### src/rtl/rv32i_types_pkg.sv
// Shared RV32 pipeline types.
// Queue entry layout is common to decode, queue and execute.
package rv32i_types_pkg;

  typedef logic [31:0] word_t;

  typedef struct packed {
    word_t pc;
    word_t instr;
    logic  vsetvl;
  } queue_entry_t;

endpackage

### src/rtl/stage4_inst_queue.sv
// Decode-to-execute instruction queue.
// Circular buffer in flops; head is read combinationally.
module stage4_inst_queue
  import rv32i_types_pkg::*;
#(
  parameter int DEPTH = 4
) (
  input  logic                     CLK,
  input  logic                     RST,
  input  logic                     queue_wen,
  input  word_t                    pc_decode,
  input  word_t                    instr_decode,
  input  logic                     vsetvl_decode,
  input  logic                     ex_ready,
  input  logic                     stall_queue,
  input  logic                     flush_queue,
  output logic                     valid_q,
  output word_t                    pc_q,
  output word_t                    instr_q,
  output logic                     vsetvl_q,
  output logic                     is_queue_full,
  output logic                     is_queue_empty,
  output logic [$clog2(DEPTH):0]   count,
  output logic                     overflow
);

  localparam int PW = $clog2(DEPTH);
  localparam int CW = PW + 1;

  queue_entry_t       mem [DEPTH];
  queue_entry_t       head;
  queue_entry_t       wr_entry;
  logic [PW-1:0]      rd_ptr;
  logic [PW-1:0]      wr_ptr;
  logic               pop;
  logic               push;
  logic               drop;

  assign is_queue_full  = (count == CW'(DEPTH));
  assign is_queue_empty = (count == '0);
  assign valid_q        = ~is_queue_empty;

  assign head     = mem[rd_ptr];
  assign pc_q     = head.pc;
  assign instr_q  = head.instr;
  assign vsetvl_q = head.vsetvl;

  assign pop  = ex_ready & valid_q
              & ~stall_queue & ~flush_queue;
  assign push = queue_wen & ~flush_queue
              & (~is_queue_full | pop);
  assign drop = queue_wen & ~flush_queue & ~push;

  assign wr_entry = '{
    pc:     pc_decode,
    instr:  instr_decode,
    vsetvl: vsetvl_decode
  };

  // Storage is never reset; valid_q masks stale contents.
  always_ff @(posedge CLK) begin
    if (!RST && push) begin
      mem[wr_ptr] <= wr_entry;
    end
  end

  always_ff @(posedge CLK) begin
    if (RST) begin
      rd_ptr   <= '0;
      wr_ptr   <= '0;
      count    <= '0;
      overflow <= 1'b0;
    end else begin
      if (drop) begin
        overflow <= 1'b1;
      end
      if (flush_queue) begin
        rd_ptr <= '0;
        wr_ptr <= '0;
        count  <= '0;
      end else begin
        if (push) begin
          wr_ptr <= wr_ptr + 1'b1;
        end
        if (pop) begin
          rd_ptr <= rd_ptr + 1'b1;
        end
        count <= count + CW'(push) - CW'(pop);
      end
    end
  end

endmodule
### config.mk
export PLATFORM = sky130hd
export DESIGN_NAME = stage4_inst_queue
export DESIGN_NICKNAME = d
export VERILOG_FILES = /design/src/rtl/rv32i_types_pkg.sv /design/src/rtl/stage4_inst_queue.sv
export SDC_FILE = /design/constraint.sdc
export NUM_CORES = 1
export LEC_CHECK = 0
export CORE_ASPECT_RATIO = 1.75
export CORE_MARGIN = 2
export CORE_UTILIZATION = 55
export CTS_BUF_LIST = sky130_fd_sc_hd__clkbuf_4 sky130_fd_sc_hd__clkbuf_8
export CTS_CLUSTER_SIZE = 10
export DETAILED_ROUTE_END_ITERATION = 6
export PLACE_DENSITY = 0.92
export SETUP_SLACK_MARGIN = 0.5
export SLEW_MARGIN = 20
export SYNTH_ARGS = -nofsm -noshare
export SYNTH_HDL_FRONTEND = slang
export SYNTH_SLANG_ARGS = --single-unit
### constraint.sdc
create_clock -name CLK -period 4.5 [get_ports CLK]
set_clock_uncertainty 0.2 [all_clocks]
set_input_delay 0.45 -clock CLK [delete_from_list [all_inputs] [get_ports CLK]]
set_output_delay 0.45 -clock CLK [all_outputs]
set_load 0.02 [all_outputs]
==> out/metrics.yaml <==
tightest_slew_ns: 0.9753
min_period_over_period_pct: 74.74
die_area_um2: 19140
syn2layout_area_growth_pct: 24.93
routabilityCongestion: 0.8025
met1_usage_pct: 21.88
hold_slack_ns: 0.3248
crit_path_end_kind: "output port"
drc: 0
grt_max_degree: 66
io_pins: 143
power_leakage_nw: 3.883
die_x_um: 105.4
ys_warn_count: 0
nets: 644
vias_per_cell: 5.489
synth_top_area_share_pct: 78.85
fmax_mhz: 297.3
synthTopCellsByArea: "edfxtp_1 79%, mux4_2 15%, dfxtp_1 2.0%, ha_1 0.63%, and2_1 0.38%"
hpwlAfterDp_mm: 11.52
cts_tree: "built"
synth_seq_area_share_pct: 80.87
die_h_um: 181.5
cts_root_buf: "clkbuf_8"
final_common_cell: "edfxtp_1"
grt_pass1_vias: 4953
final_cell_mix: "260 x edfxtp_1, 142 x clkdlybuf4s50_1, 65 x mux4_2"
antenna_found_initial: 1
ys_seq_elements: 270
worstPathRequired_ns: 3.85
slew_viol_final: 0
wl_per_cell_um: 21.90
synth_area_leader_cell: "edfxtp_1"
gr-usage-met3_pct: 5.097
diodes: 0
core.rowCount: 64
layout-drive-gt1-share_pct: 23.36
outcome: "complete, no violations"
hp-class: "reg2reg"
synth-edff-count: 260
max_cap_violations: 0
grt.busiest_layer: "met2"
ctsHoldBuffers: 0
vdd_drop_max_v: 0.0003223
clock_latency_ns: 0.50
post_synth_num_cell_types: 29
fillers: 958
design_area_um2: 12370
startpoint_type: "flip-flop"
ctsResizeCount: 0
coreArea_um2: 17540
relSlewSlack_pct: 34.98
vias: 4534
syn-cell-area_um2: 9902
clock-sinks: 270
rsz0062_at_grt: "false"
antenna_left: 0
finalCriticalPeriod_ns: 3.363
crit_arrival_ns: 2.71
grt_pass1_wl_mm: 27.66
setup_viol: 0
start_util_pct: 56.46
grt_util_met2_pct: 34.58
cts_made_buffers: 37
drtIter0Drc: 307
synth_fp_nets: 475
worst-setup-path-type: "reg2out"
crit_fanout: 25
power.density_nw_per_um2: 398.3
hold_violations: 0
fin_tns_setup_ns: 0
synth_ff_type: "edfxtp_1"
syn-mean-instance-area_um2: 24.88
wl_mm: 18.09
cts_max_path_buffers: 3
port_buffers: 142
overflow: 0
htree_levels: 2
place_area_um2: 11580
synthArstFlopShare_pct: 0
postCtsSetupRepairBufs: 0
grt_use_total_pct: 19.33
firstDrtPassIters: 4
clkSlewWorstSetupHoldPaths_ns: 0.06
netlist_instances: 398
## worst max-delay path: stages, from the launching register on
cell and delay (ns):
dfxtp_4 0.65, buf_4 0.39, mux4_2 0.56, clkdlybuf4s50_1 0.60
## flip-flops by register name (all words and copies together) (netlist names), named ones only
| signal | cells |
|---|---|
| wr_ptr | 2 |
| rd_ptr | 2 |
| mem | 260 |
| count | 3 |
| overflow | 1 |
## routing by layer
layer,up-vias,part of all wire [%]
li1,2026,-
met1,2317,35
met2,153,56
met3,38,6.3
met4,0,2.9
met5,-,0
## worst paths after layout
check                  from        end  slack, ns  cells after the start
setup reg to reg   count[1]   count[2]       1.98                      9
hold reg to reg   wr_ptr[0]  wr_ptr[0]       0.32                      2
setup / recovery  flip-flop    pc_q[0]       1.14                      3
hold / removal    wr_ptr[0]  wr_ptr[0]       0.32                      2
## layout make-up
class | count | area [um^2] | area share [%]
Sequential cell | 270 | 8015 | 64.79
Multi-Input combinational cell | 106 | 1805 | 14.59
Clock buffer | 56 | 664.4 | 5.371
Timing Repair Buffer | 145 | 1444 | 11.67
Inverter | 7 | 26.28 | 0.2124
Clock inverter | 11 | 126.4 | 1.022
Tap cell | 231 | 289.0 | 2.336
## Yosys cell counts, types with 2 or more instances
cell type and number:
mux4_2 65, mux2i_1 2, nor2_1 2, buf_1 3, buf_2 7, xnor2_1 2
and2_1 6, or3_1 3, inv_1 7, nor3_1 2, clkbuf_1 4, dfxtp_1 10
nand2_1 5, ha_1 5, edfxtp_1 260, a21boi_1 2
## power by group
group | total, W | switching (W) | leakage, nW | internal, W
clock | 0.00193 | 0.000814 | 0.417 | 0.00112
sequential | 0.00279 | 0.00000807 | 2.43 | 0.00278
combinational | 0.000206 | 0.0000975 | 1.03 | 0.000109
total | 0.00493 | 0.000920 | 3.88 | 0.00401
## metrics by stage
stage | utilization [%] | setup WS [ns] | total power, W | std cells
3_5_place_dp | 66.03 | 0.9539 | 0.003051 | 759
3_3_place_gp | 66.03 | 1.081 | 0.003040 | 759
4_1_cts | 70.54 | 1.035 | 0.004963 | 826
2_1_floorplan | - | 0.9469 | 0.002911 | 398
6_report | 70.54 | 1.137 | 0.004927 | 826
5_1_grt | 70.54 | 0.9202 | 0.005079 | 826
## cells by family after synthesis
| group | after synthesis | synth area share, % |
|---|---|---|
| buf+inv | 22 | 0.9982 |
| flops | 270 | 80.87 |
| simple gates | 22 | 1.289 |
| fa+ha+maj | 6 | 0.8340 |
| mux | 67 | 14.99 |
| xor+xnor | 2 | 0.1769 |
| compound gates | 9 | 0.8466 |
Note: power is estimated with default switching activity, not from simulation.
